File: config.mk
export PLATFORM = sky130hd
export DESIGN_NAME = mult_booth_seq
export DESIGN_NICKNAME = d
export VERILOG_FILES = /design/src/rtl/mult_pkg.sv /design/src/rtl/mult_booth_step.sv /design/src/rtl/mult_booth_seq.sv
export SDC_FILE = /design/constraint.sdc
export NUM_CORES = 1
export LEC_CHECK = 0
export ABC_AREA = 1
export ABC_CLOCK_PERIOD_IN_PS = 2700
export BUFFER_PORTS_ARGS = -buffer_cell sky130_fd_sc_hd__buf_2
export CAP_MARGIN = 15
export CORE_MARGIN = 3
export CORE_UTILIZATION = 40
export DETAILED_ROUTE_END_ITERATION = 12
export GPL_TIMING_DRIVEN = 0
export PLACE_DENSITY = 0.59
export SLEW_MARGIN = 5
export SYNTH_ARGS = -nofsm -noshare
export SYNTH_HDL_FRONTEND = slang
export SYNTH_SLANG_ARGS = --single-unit
File: constraint.sdc
create_clock -name clock -period 2.7 [get_ports clock]
set_input_delay 0.81 -clock clock [delete_from_list [all_inputs] [get_ports clock]]
set_output_delay 0.81 -clock clock [all_outputs]
set_load 0.02 [all_outputs]
File: src/rtl/mult_pkg.sv
// Shared constants, FSM state and Booth opcode encoding for the sequential
// radix-2 Booth multiplier.
package mult_pkg;

  localparam int MULT_W       = 32;
  localparam int MULT_STATE_W = 2 * MULT_W + 1;
  localparam int MULT_ITER    = 32;

  typedef enum logic [1:0] {
    IDLE = 2'd0,
    RUN  = 2'd1,
    DONE = 2'd2
  } mult_state_t;

  // Booth recoding of {multiplier bit, previous multiplier bit} = P[1:0].
  typedef enum logic [1:0] {
    BOOTH_NOP0 = 2'b00,
    BOOTH_ADD  = 2'b01,
    BOOTH_SUB  = 2'b10,
    BOOTH_NOP1 = 2'b11
  } booth_op_t;

  // The 64-bit product fits in signed 32 bits only if its upper half is a
  // pure sign extension of bit 31 of the low half.
  function automatic logic prod_ovf(input logic [MULT_STATE_W-1:0] p);
    return p[MULT_STATE_W-1:MULT_W+1] != {MULT_W{p[MULT_W]}};
  endfunction

endpackage

File: src/rtl/mult_booth_step.sv
// One combinational Booth iteration: 33-bit add/sub of the multiplicand into
// the upper half of P, then an arithmetic right shift of the whole state.
module mult_booth_step
  import mult_pkg::*;
(
  input  logic [MULT_STATE_W-1:0] p,
  input  logic [MULT_W-1:0]       m,
  output logic [MULT_STATE_W-1:0] p_next
);

  logic [MULT_W:0] upper_x;
  logic [MULT_W:0] m_x;
  logic [MULT_W:0] sum;

  // NOTE: every always_comb output gets a value on every path (default first),
  // otherwise synthesis infers a latch.
  always_comb begin
    upper_x = {p[MULT_STATE_W-1], p[MULT_STATE_W-1:MULT_W+1]};
    m_x     = {m[MULT_W-1], m};
    sum     = upper_x;
    case (booth_op_t'(p[1:0]))
      BOOTH_ADD: sum = upper_x + m_x;
      BOOTH_SUB: sum = upper_x - m_x;
      default:   sum = upper_x;
    endcase
    // The extra sum bit lands in P[64], keeping M = 0x80000000 exact.
    p_next = {sum, p[MULT_W:1]};
  end

endmodule

File: src/rtl/mult_booth_seq.sv
// Sequential radix-2 Booth multiplier: 32 iterations per start, one-cycle RDY.
// Optional overflow detection is built only when MULT_OVF_EN is defined.
module mult_booth_seq
  import mult_pkg::*;
(
  input  logic              clock,
  input  logic              clr_n,
  input  logic [MULT_W-1:0] data_operandA,
  input  logic [MULT_W-1:0] data_operandB,
  input  logic              ctrl_MULT,
  output logic [MULT_W-1:0] data_result,
  output logic              data_exception,
  output logic              data_resultRDY,
  output logic              busy
);

  localparam logic [4:0] LAST_ITER = 5'(MULT_ITER - 1);

  mult_state_t             state;
  logic [MULT_W-1:0]       m;
  logic [MULT_STATE_W-1:0] p;
  logic [MULT_STATE_W-1:0] p_next;
  logic [4:0]              cnt;

  mult_booth_step u_step (
    .p      (p),
    .m      (m),
    .p_next (p_next)
  );

  // NOTE: sequential state uses non-blocking assignments only, so every
  // register samples pre-edge values regardless of statement order.
  always_ff @(posedge clock or negedge clr_n) begin
    if (!clr_n) begin
      state          <= IDLE;
      m              <= '0;
      p              <= '0;
      cnt            <= '0;
      data_result    <= '0;
      data_resultRDY <= 1'b0;
      busy           <= 1'b0;
    end else begin
      data_resultRDY <= 1'b0;
      if (ctrl_MULT) begin
        // A new start aborts any run in progress without issuing RDY.
        m     <= data_operandA;
        p     <= {{MULT_W{1'b0}}, data_operandB, 1'b0};
        cnt   <= '0;
        state <= RUN;
        busy  <= 1'b1;
      end else begin
        case (state)
          RUN: begin
            p   <= p_next;
            cnt <= cnt + 5'd1;
            if (cnt == LAST_ITER) begin
              state          <= DONE;
              busy           <= 1'b0;
              data_resultRDY <= 1'b1;
              data_result    <= p_next[MULT_W:1];
            end
          end
          DONE:    state <= IDLE;
          default: state <= IDLE;
        endcase
      end
    end
  end

`ifdef MULT_OVF_EN
  // Exception is captured on the same edge as the result and held with it.
  always_ff @(posedge clock or negedge clr_n) begin
    if (!clr_n) begin
      data_exception <= 1'b0;
    end else if (!ctrl_MULT && state == RUN && cnt == LAST_ITER) begin
      data_exception <= prod_ovf(p_next);
    end
  end
`else
  assign data_exception = 1'b0;
`endif

endmodule

==> run metrics, run 1 <==
Power per Cell Area 767.3 mW/mm²; Final min period 3.078 ns; crit path max fanout 5; most frequent cells in the layout nand2_1 (334), inv_1 (147), dfrtp_1 (135), buf_2 (108), nor2_1 (67); synth top area cells dfrtp_1 (40%), nand2_1 (17%), inv_1 (7.4%); Crit path max-delay family simple AND/OR/NAND/NOR gates; CP bufs+invs 2; placed insts 1602; Syn Inst Count 1226; CP Class flip-flop to flip-flop; Port Buffer Count 100; total number of vias 8636; Final Non-Filler Cells 1688; Crit path arrival time 3.39 ns; crit share post-route 1.140; first-pass GRT wire length 44.26 mm; peak ir drop on the vdd network 0.5177 mV; Least-Margin Pin Slew 0.8265 ns; die footprint 0.02362 mm²; largest family of logic cells by synthesized area simple AND/OR/NAND/NOR gates; CTS Root Cell clkbuf_16; Post-Synthesis Cell Area 0.008723 mm²; EDFF count, synth 0; core area 0.02122 mm²; Max stage delay cell, worst path dfrtp_2; fin area 0.01186 mm²; required time worst endpoint 3.02 ns; # rows 53; Post-Synth Adder-Cell Area 0.05536; Initial Util 0.4111; CTS max path bufs 2; Simple-Gate Fraction of Synth Area 0.2725; Slew headroom 0.4490; DRC 0; cts bufs inserted 17; Worst-path clk slew 0.07 ns; Max stage delay on crit path 0.46 ns; Fmax 0.3248 GHz; P_leak 5.973 nW; clock sinks 138; largest net degree at the start of global routing 86; Die W 153.7 µm; Ys Warns 0; Total Negative Setup Slacks -4.940 ns; Hold WS 0.4495 ns; DP Wirelength 19.85 mm; Startpoint Class flip-flop; Hold Path Class primary input to async pin; most used cell, CP nand2_1; TritonRoute pass-1 iters 5; antenna violation net count after detailed routing 0; pre-CTS WS -0.7074 ns; CTS tree yes; die height 153.7 µm; Nets 1503; layout cells sized above 1 0.3189; endpoints failing setup 21; Routed WL 28.08 mm; complex-gate fraction of the synthesized area 0.1393; H-tree lvl count 4; Yosys top cell area share 0.3959; drt wl/cell 16.64 µm; worst skew pair latency 0.43 ns; total grt overflow 0; Worst R2R Setup Slack -0.38 ns; status complete, but fails checks; Post-Route Skew 0.01451 ns; initial antenna violation count 4; # IOs 102; Final Hold Viols 0; Total GRT Usage 0.2326; area leader, netlist dfrtp_1; Placer Congestion 0.9357; drt first-iter violations 440; Worst Reg-to-Reg Cells 19; vias in the first global route 8606; RSZ-0062 raised after global routing yes; critical path endpoint category flip-flop; ys flop type dfrtp_1; vias per inst 5.116; Final Max Slew Viols 0; Avg Cell Area, Syn 7.115 µm²; proportion of synthesized area in mux cells 0; fin worst setup slack -0.3784 ns; failing checks setup timing; worst flop-to-flop path endpoint p[63]$_DFFE_PN0N_; commonest non-fill, non-tap cell in the layout nand2_1; Seq/Total Area, Yosys 0.3959; XOR/XNOR share of the synthesized area 0.04116; number of distinct library cells after synthesis 46; critical path, cell by cell nor2_4, nand2_2, nor3_4, nand3_4, buf_6, o21ai_4, nand2_1, xor2_1, inv_1, ha_4, a21o_1, a21oi_2, nand2_1, a21oi_2, nand2_1, nand2_1, nand3_1, nand2_1, nand2_1; DP Area 0.009609 mm²; FFs w/ async S/R, synth 1.000; RR Startpoint m[9]$_DFFE_PN0P_; flop and latch count out of synthesis 138; Post-Syn Nets 1331; MaxCap Viol Count 0; area grow syn2layout 36.00%
==> per-stage QoR <==
step	power [W]	utilization
floorplan	0.004392	-
global placement	0.005108	0.4512
detailed placement	0.005129	0.4528
CTS	0.008414	0.5237
global route	0.009643	0.5590
finish	0.009103	0.5591
==> layout make-up <==
type	count	area, µm²
plain buffers	39	187.7
flip-flops and latches	138	3457
clock inverters	14	177.7
clock buffers	18	439.2
repair buffers	153	964.7
fillers	1980	9356
inverters	178	683.2
well taps	275	344.1
diodes	2	5.005
multi-input cells	871	5605
==> worst max path at each step <==
stage                           from                           to  slack (ns)  depth (start not counted)
finish              m[9]$_DFFE_PN0P_            p[63]$_DFFE_PN0N_       -0.38                         19
global route        m[0]$_DFFE_PN0P_            p[63]$_DFFE_PN0N_       -0.56                         20
CTS                 m[9]$_DFFE_PN0P_            p[60]$_DFFE_PN0N_       -0.32                         17
detailed placement  m[0]$_DFFE_PN0P_            p[57]$_DFFE_PN0N_       -0.71                         19
global placement               clr_n  data_result[21]$_DFFE_PN0P_       -1.32                          1
floorplan           m[0]$_DFFE_PN0P_            p[64]$_DFFE_PN0P_       -0.03                         19
==> synthesized netlist by cell type (4+ instances only) <==
| cell | instances |
|---|---|
| xor2_1 | 38 |
| nand3_1 | 49 |
| buf_2 | 11 |
| o21bai_1 | 9 |
| nand2_1 | 403 |
| nor2_1 | 97 |
| nor3_1 | 12 |
| o21ai_2 | 4 |
| o21ai_0 | 64 |
| o21ai_1 | 36 |
| a21oi_1 | 48 |
| dfrtp_1 | 138 |
| nor2_2 | 5 |
| o221ai_1 | 31 |
| clkbuf_1 | 20 |
| inv_1 | 173 |
| buf_1 | 7 |
| ha_1 | 37 |
==> logic make-up after synthesis <==
logic type                 Yosys count
buffers and inverters              217
xor gates and xnor gates            41
DFF                                138
adders and majority gates           38
other                                1
and+or+nand+nor                    586
AOI/OAI and AO/OA                  205
==> power by group <==
part / internal, W / total [W] / switching, W
Combinational: 0.00165 / 0.00407 / 0.00242
Clock: 0.00143 / 0.00251 / 0.00108
Sequential: 0.00230 / 0.00253 / 0.000223
==> registers in the layout, summed over array words and instances, names as in the netlist <==
register,count
state,2
p,65
cnt,5
m,32
data_result,32
data_resultRDY,1
busy,1
==> timing repair <==
action | 4_1_cts | 5_1_grt
pin swaps | 73 | 95
hold buffers | 0 | 0
setup buffers | 25 | 27
setup endpoints to repair | 31 | 24
cloned | 0 | 1
resized for setup | 176 | 139
==> routing by layer <==
metal / track usage / vias up / routed length [µm]
met3: 0.05713 / 31 / 1732
met5: 0 / - / 39
met2: 0.3900 / 225 / 13630
met4: 0.07149 / 6 / 405
li1: - / 4264 / -
met1: 0.2981 / 4110 / 12270
(Power assumes the default switching activity.)
==> run 2: changes to the inputs <==
--- a/config.mk
+++ b/config.mk
@@ -7,13 +7,13 @@
 export LEC_CHECK = 0
 export ABC_AREA = 1
 export ABC_CLOCK_PERIOD_IN_PS = 2700
-export BUFFER_PORTS_ARGS = -buffer_cell sky130_fd_sc_hd__buf_2
+export BUFFER_PORTS_ARGS = -buffer_cell sky130_fd_sc_hd__clkbuf_2
 export CAP_MARGIN = 15
 export CORE_MARGIN = 3
-export CORE_UTILIZATION = 40
+export CORE_UTILIZATION = 39
 export DETAILED_ROUTE_END_ITERATION = 12
 export GPL_TIMING_DRIVEN = 0
-export PLACE_DENSITY = 0.59
+export PLACE_DENSITY = 0.58
 export SLEW_MARGIN = 5
 export SYNTH_ARGS = -nofsm -noshare
 export SYNTH_HDL_FRONTEND = slang
==> run metrics, run 2 (synthesis gave the netlist of run 1 again) <==
status complete, but fails checks (unchanged); failing checks setup timing (unchanged); # IOs 102 (unchanged); clock sinks 138 (unchanged); Die W 155.6 µm (was 153.7 µm); vias per inst 5.067 (was 5.116); total number of vias 8588 (was 8636); DRT met1 WL 12.27 mm (about the same); DP Wirelength 20.09 mm (was 19.85 mm); max reg flops 65 (unchanged); CTS Hold Bufs 0 (unchanged); CTS max path bufs 2 (unchanged); vias in the first global route 8557 (was 8606); multi-input gate area in the final layout 0.005881 mm² (was 0.005605 mm²); crit path max fanout 5 (unchanged); highest metal used met4 (was met5); P_leak 6.080 nW (was 5.973 nW); CP Class flip-flop to flip-flop (unchanged); sequential share of power 0.272 (was 0.278); Power per Cell Area 766.7 mW/mm² (was 767.3 mW/mm²); # diodes 0 (was 2); CTS Root Cell clkbuf_16 (unchanged); layout cells sized above 1 0.3371 (was 0.3189); Routed WL 28.77 mm (was 28.08 mm); MaxCap Viol Count 0 (unchanged); Sw Ratio 0.4212 (was 0.4094); DP Area 0.009618 mm² (was 0.009609 mm²); total grt overflow 0 (unchanged); die height 155.6 µm (was 153.7 µm); Fill cells 2049 (was 1980); antenna violation net count after detailed routing 0 (unchanged); # rows 54 (was 53); Worst-path clk slew 0.07 ns (about the same); Final Max Slew Viols 0 (unchanged); critical path endpoint category flip-flop (unchanged); endpoints failing setup 22 (was 21); H-tree lvl count 4 (unchanged); Least-Margin Pin Slew 0.7852 ns (was 0.8265 ns); met2 routed WL 13.98 mm (was 13.63 mm); Hold Path Class primary input to async pin (unchanged); commonest non-fill, non-tap cell in the layout nand2_1 (unchanged); drt first-iter violations 448 (was 440); met3 WL post-DR 1.948 mm (was 1.732 mm); most frequent cells in the layout nand2_1 (319), inv_1 (144), dfrtp_1 (136), clkbuf_2 (99), nor2_1 (72) (was nand2_1 (334), inv_1 (147), dfrtp_1 (135), buf_2 (108), nor2_1 (67)); Nets 1507 (was 1503); most flop-heavy register p (unchanged); register area 0.003456 mm² (was 0.003457 mm²); CTS tree yes (unchanged); peak ir drop on the vdd network 0.4081 mV (was 0.5177 mV); initial antenna violation count 0 (was 4); Logic pwr share 0.468 (was 0.447); DRC 0 (unchanged); RSZ-0062 raised after global routing yes (unchanged); Total GRT Usage 0.2314 (was 0.2326); Fmax 0.3240 GHz (was 0.3248 GHz); TritonRoute pass-1 iters 5 (unchanged); Final min period 3.087 ns (was 3.078 ns); worst skew pair latency 0.43 ns (about the same); first-pass GRT wire length 44.44 mm (was 44.26 mm); cell internal pwr 0.005407 W (was 0.005376 W); Port Buffer Count 100 (unchanged); fin area 0.01218 mm² (was 0.01186 mm²); area grow syn2layout 39.67% (was 36.00%); clock share of power 0.261 (was 0.276); drt wl/cell 16.97 µm (was 16.64 µm); Startpoint Class flip-flop (unchanged); Crit path arrival time 3.41 ns (was 3.39 ns); Largest regs p: 65 flops, data_result: 32 flops, m: 32 flops (unchanged); cts bufs inserted 17 (unchanged); die footprint 0.02420 mm² (was 0.02362 mm²); pre-CTS WS -0.7571 ns (was -0.7074 ns); Post-Route Skew 0.01428 ns (was 0.01451 ns); required time worst endpoint 3.02 ns (about the same); crit share post-route 1.143 (was 1.140); largest net degree at the start of global routing 88 (was 86); Placer Congestion 0.9306 (was 0.9357); Final Hold Viols 0 (unchanged); Slew headroom 0.4765 (was 0.4490); Initial Util 0.3985 (was 0.4111); Net Sw Power 0.003934 W (was 0.003727 W); core area 0.02189 mm² (was 0.02122 mm²); fin worst setup slack -0.3868 ns (was -0.3784 ns)
==> run 2: changes by cell type in the layout (fill, tap and decap cells not counted), moves of 6 or more <==
cell | previous run | this run
buf_2 | 108 | 9
clkbuf_2 | 0 | 99
nand2_1 | 334 | 319
nand2_4 | 18 | 32
nor2_2 | 24 | 13
nor2_4 | 14 | 20
==> run 2: worst max-delay path, cell delays in order, from the launching register on <==
cell and delay (ns):
dfrtp_1 0.37, inv_2 0.12, ha_4 0.16, nand2_4 0.07
nor3_4 0.23, nand3_4 0.17, o21ai_4 0.24, nand2_2 0.12
xor2_4 0.22, ha_4 0.33, nand2_2 0.10, nor2_2 0.13
inv_1 0.09, nor3_2 0.18, nand2_1 0.13, nand3_1 0.10
nand3_1 0.07, nand2_1 0.10, nand2_1 0.05
==> run 2: path summary, 6_finish.rpt <==
| kind | start | endpoint | slack, ns | depth (start not counted) |
|---|---|---|---|---|
| min in group clock | cnt[3]$_DFFE_PN0N_ | cnt[3]$_DFFE_PN0N_ | 0.47 | 1 |
| max in group asynchronous | clr_n | p[11]$_DFFE_PN0N_ | 1.55 | 2 |
| worst min-delay path | clr_n | p[38]$_DFFE_PN0N_ | 0.35 | 1 |
| worst max register to register | m[1]$_DFFE_PN0P_ | p[63]$_DFFE_PN0N_ | -0.39 | 18 |
| worst min register to register | cnt[3]$_DFFE_PN0N_ | cnt[3]$_DFFE_PN0N_ | 0.47 | 1 |
| worst max-delay path | m[1]$_DFFE_PN0P_ | p[63]$_DFFE_PN0N_ | -0.39 | 18 |
==> run 2: metrics by stage <==
step	hold slack (ns)	util	total power, W	setup TNS [ns]	std cells
floorplan	0.4272	-	0.004392	-0.02630	1226
global route	0.3738	0.5566	0.009885	-9.214	1695
detailed placement	0.4557	0.4394	0.005152	-18.01	1607
finish	0.3474	0.5566	0.009341	-5.372	1695
CTS	0.3528	0.5113	0.008403	-4.326	1662
global placement	0.4513	0.4377	0.005132	-256.24	1606
==> run 2: cell type report <==
type	instances	share of cell area
multi-input combinational	871	0.4826
clock inverter	15	0.01427
clock buffer	17	0.03491
timing repair buffer	157	0.08308
buffer	39	0.01581
sequential	138	0.2836
tap	280	0.02875
inverter	178	0.05689
==> run 2: repair_timing <==
| action | 4_1_cts | 5_1_grt |
|---|---|---|
| endpoints found under the setup margin | 32 | 27 |
| cloned | 0 | 1 |
| setup buffers | 23 | 32 |
| resized for setup | 202 | 180 |
| endpoints found under the hold margin | 0 | 0 |
| pin swaps | 74 | 129 |
==> run 2: layer usage <==
metal,vias to the layer above,GRT usage
li1,4244,-
met1,4089,0.2948
met2,215,0.3942
met3,40,0.06436
met4,0,0.05294
met5,-,0
==> run 2: power by group through the flow <==
| stage | Sequential, W | Clock [W] | Combinational [W] |
|---|---|---|---|
| final | 0.00254 | 0.00244 | 0.00437 |
| after global routing | 0.00257 | 0.00258 | 0.00474 |
| after CTS | 0.00252 | 0.00249 | 0.00340 |
| after detailed placement | 0.00251 | 0 | 0.00264 |
| after global placement | 0.00251 | 0 | 0.00262 |
| after floorplan | 0.00250 | 0 | 0.00189 |
==> run 3: changes to the inputs <==
--- a/config.mk
+++ b/config.mk
@@ -10,10 +10,10 @@
 export BUFFER_PORTS_ARGS = -buffer_cell sky130_fd_sc_hd__clkbuf_2
 export CAP_MARGIN = 15
 export CORE_MARGIN = 3
-export CORE_UTILIZATION = 39
+export CORE_UTILIZATION = 35
 export DETAILED_ROUTE_END_ITERATION = 12
 export GPL_TIMING_DRIVEN = 0
-export PLACE_DENSITY = 0.58
+export PLACE_DENSITY = 0.53
 export SLEW_MARGIN = 5
 export SYNTH_ARGS = -nofsm -noshare
 export SYNTH_HDL_FRONTEND = slang
==> run metrics, run 3 (synthesis gave the netlist of run 1 again) <==
fin util 0.4883 (was 0.5566); most flop-heavy register p (unchanged); CTS Hold Bufs 0 (unchanged); Least-Margin Pin Slew 0.8469 ns (was 0.7852 ns); critical path endpoint category flip-flop (unchanged); RR Startpoint m[1]$_DFFE_PN0P_ (unchanged); Final Hold Viols 0 (unchanged); sequential share of power 0.280 (was 0.272); Crit path arrival time 3.39 ns (was 3.41 ns); DRC 0 (unchanged); fin worst setup slack -0.3790 ns (was -0.3868 ns); area grow syn2layout 36.53% (was 39.67%); worst skew pair latency 0.43 ns (about the same); peak ir drop on the vdd network 0.4201 mV (was 0.4081 mV); clock sinks 138 (unchanged); Sw Ratio 0.4090 (was 0.4212); die height 163.9 µm (was 155.6 µm); total power 0.009023 W (was 0.009341 W); Total GRT Usage 0.2121 (was 0.2314); cts bufs inserted 17 (unchanged); max reg flops 65 (unchanged); Net Sw Power 0.003690 W (was 0.003934 W); die footprint 0.02686 mm² (was 0.02420 mm²); Largest regs p: 65 flops, data_result: 32 flops, m: 32 flops (unchanged); MaxCap Viol Count 0 (unchanged); total grt overflow 0 (unchanged); CTS max path bufs 2 (unchanged); status complete, but fails checks (unchanged); largest net degree at the start of global routing 71 (was 88); Worst-path clk slew 0.07 ns (about the same); Post-Route Skew 0.01475 ns (was 0.01428 ns); drt first-iter violations 349 (was 448); endpoints failing setup 21 (was 22); Logic pwr share 0.446 (was 0.468); RSZ-0062 raised after global routing yes (unchanged); required time worst endpoint 3.01 ns (was 3.02 ns); P_leak 5.936 nW (was 6.080 nW); core area 0.02439 mm² (was 0.02189 mm²); commonest non-fill, non-tap cell in the layout nand2_1 (unchanged); Hold WS 0.3680 ns (was 0.3474 ns); Placer Congestion 0.8974 (was 0.9306); Fill cells 2380 (was 2049); # diodes 0 (unchanged); Worst R2R Setup Slack -0.38 ns (was -0.39 ns); CTS tree yes (unchanged); Port Buffer Count 100 (unchanged); Initial Util 0.3576 (was 0.3985); DP Wirelength 20.51 mm (was 20.09 mm); drt wl/cell 16.28 µm (was 16.97 µm); # IOs 102 (unchanged); CTS Root Cell clkbuf_16 (unchanged); crit share post-route 1.140 (was 1.143); total number of vias 8502 (was 8588); Power per Cell Area 757.6 mW/mm² (was 766.7 mW/mm²); Nets 1493 (was 1507); worst flop-to-flop path endpoint p[63]$_DFFE_PN0N_ (unchanged); Final Max Slew Viols 0 (unchanged); H-tree lvl count 4 (unchanged); Final min period 3.079 ns (was 3.087 ns); antenna violation net count after detailed routing 0 (unchanged); clock share of power 0.274 (was 0.261); Fmax 0.3248 GHz (was 0.3240 GHz); Hold Path Class primary input to async pin (unchanged); CP Class flip-flop to flip-flop (unchanged); vias per inst 4.929 (was 5.067); Worst Reg-to-Reg Cells 19 (was 18); first-pass GRT wire length 44.62 mm (was 44.44 mm); Startpoint Class flip-flop (unchanged); crit path max fanout 5 (unchanged); most frequent cells in the layout nand2_1 (335), inv_1 (147), dfrtp_1 (136), clkbuf_2 (99), nor2_1 (66) (was nand2_1 (319), inv_1 (144), dfrtp_1 (136), clkbuf_2 (99), nor2_1 (72)); # rows 57 (was 54); vias in the first global route 8563 (was 8557); Slew headroom 0.4354 (was 0.4765); failing checks setup timing (unchanged); layout cells sized above 1 0.3155 (was 0.3371); Die W 163.9 µm (was 155.6 µm); TritonRoute pass-1 iters 5 (unchanged); initial antenna violation count 1 (was 0); cell internal pwr 0.005333 W (was 0.005407 W); Routed WL 28.08 mm (was 28.77 mm)
==> run 3: cell types whose count changed in the layout (fill, tap and decap cells not counted), moves of 4 or more <==
cell,previous run,this run
buf_6,12,6
nor2_1,72,66
buf_4,46,38
nand2_2,54,58
nand2_1,319,335
nor2_2,13,17
nand2_4,32,12
inv_4,5,0
==> run 3: final cells by class <==
type	instances	area, µm²	area share
tap	324	405.4	0.03404
timing repair buffer	143	879.6	0.07385
buffer	39	187.7	0.01576
clock buffer	18	429.2	0.03603
inverter	178	680.7	0.05715
clock inverter	14	177.7	0.01492
multi-input combinational	871	5694	0.4781
sequential	138	3456	0.2902
==> run 3: power groups by stage <==
stage	clock, W	combinational, W	sequential (W)
after CTS	0.00252	0.00326	0.00250
final	0.00247	0.00402	0.00253
after detailed placement	0	0.00265	0.00251
after global routing	0.00261	0.00441	0.00256
after global placement	0	0.00263	0.00251
after floorplan	0	0.00189	0.00250
==> run 3: per-stage QoR <==
stage / worst slack (ns) / cells / TNS, ns / area (µm²)
after detailed placement: -0.8273 / 1651 / -18.82 / 9673
final: -0.3790 / 1725 / -5.170 / 11910
after global routing: -0.5164 / 1725 / -9.098 / 11910
after CTS: -0.3552 / 1703 / -5.400 / 11060
after floorplan: -0.02630 / 1226 / -0.02630 / 8731
after global placement: -1.807 / 1650 / -266.29 / 9637
==> run 3: worst max path at each step <==
stage                                    to             start  slack, ns
final                     p[63]$_DFFE_PN0N_  m[1]$_DFFE_PN0P_      -0.38
after global routing      p[62]$_DFFE_PN0N_  m[5]$_DFFE_PN0P_      -0.52
after CTS                 p[59]$_DFFE_PN0N_  m[9]$_DFFE_PN0P_      -0.36
after detailed placement  p[57]$_DFFE_PN0N_  m[0]$_DFFE_PN0P_      -0.83
after global placement     p[8]$_DFFE_PN0N_             clr_n      -1.81
after floorplan           p[64]$_DFFE_PN0P_  m[0]$_DFFE_PN0P_      -0.03
==> run 3: critical path, cell delays in order (launching register included) <==
cell	delay [ns]
dfrtp_1	0.37
inv_2	0.12
ha_4	0.16
nand2_4	0.07
nor3_4	0.26
nand3_4	0.16
nor3_4	0.20
nor2_2	0.08
xor2_2	0.28
ha_4	0.27
a21oi_2	0.18
nor2_1	0.08
o21ai_1	0.12
nand2_1	0.10
a21oi_4	0.16
nand2_1	0.08
nand2_1	0.08
nand3_2	0.07
nand2_2	0.10
nand2_1	0.05
==> run 3: metal layers <==
metal / routed length (µm) / track usage
met1: 12460 / 0.2758
met2: 13600 / 0.3587
met3: 1596 / 0.05095
met4: 400 / 0.04806
met5: 18 / 0
==> run 3: timing repair <==
| item | in CTS | in global routing |
|---|---|---|
| gates cloned | 0 | 0 |
| setup endpoints to repair | 32 | 26 |
| setup buffers | 20 | 22 |
| gates resized for setup | 161 | 160 |
| pin swaps | 63 | 76 |
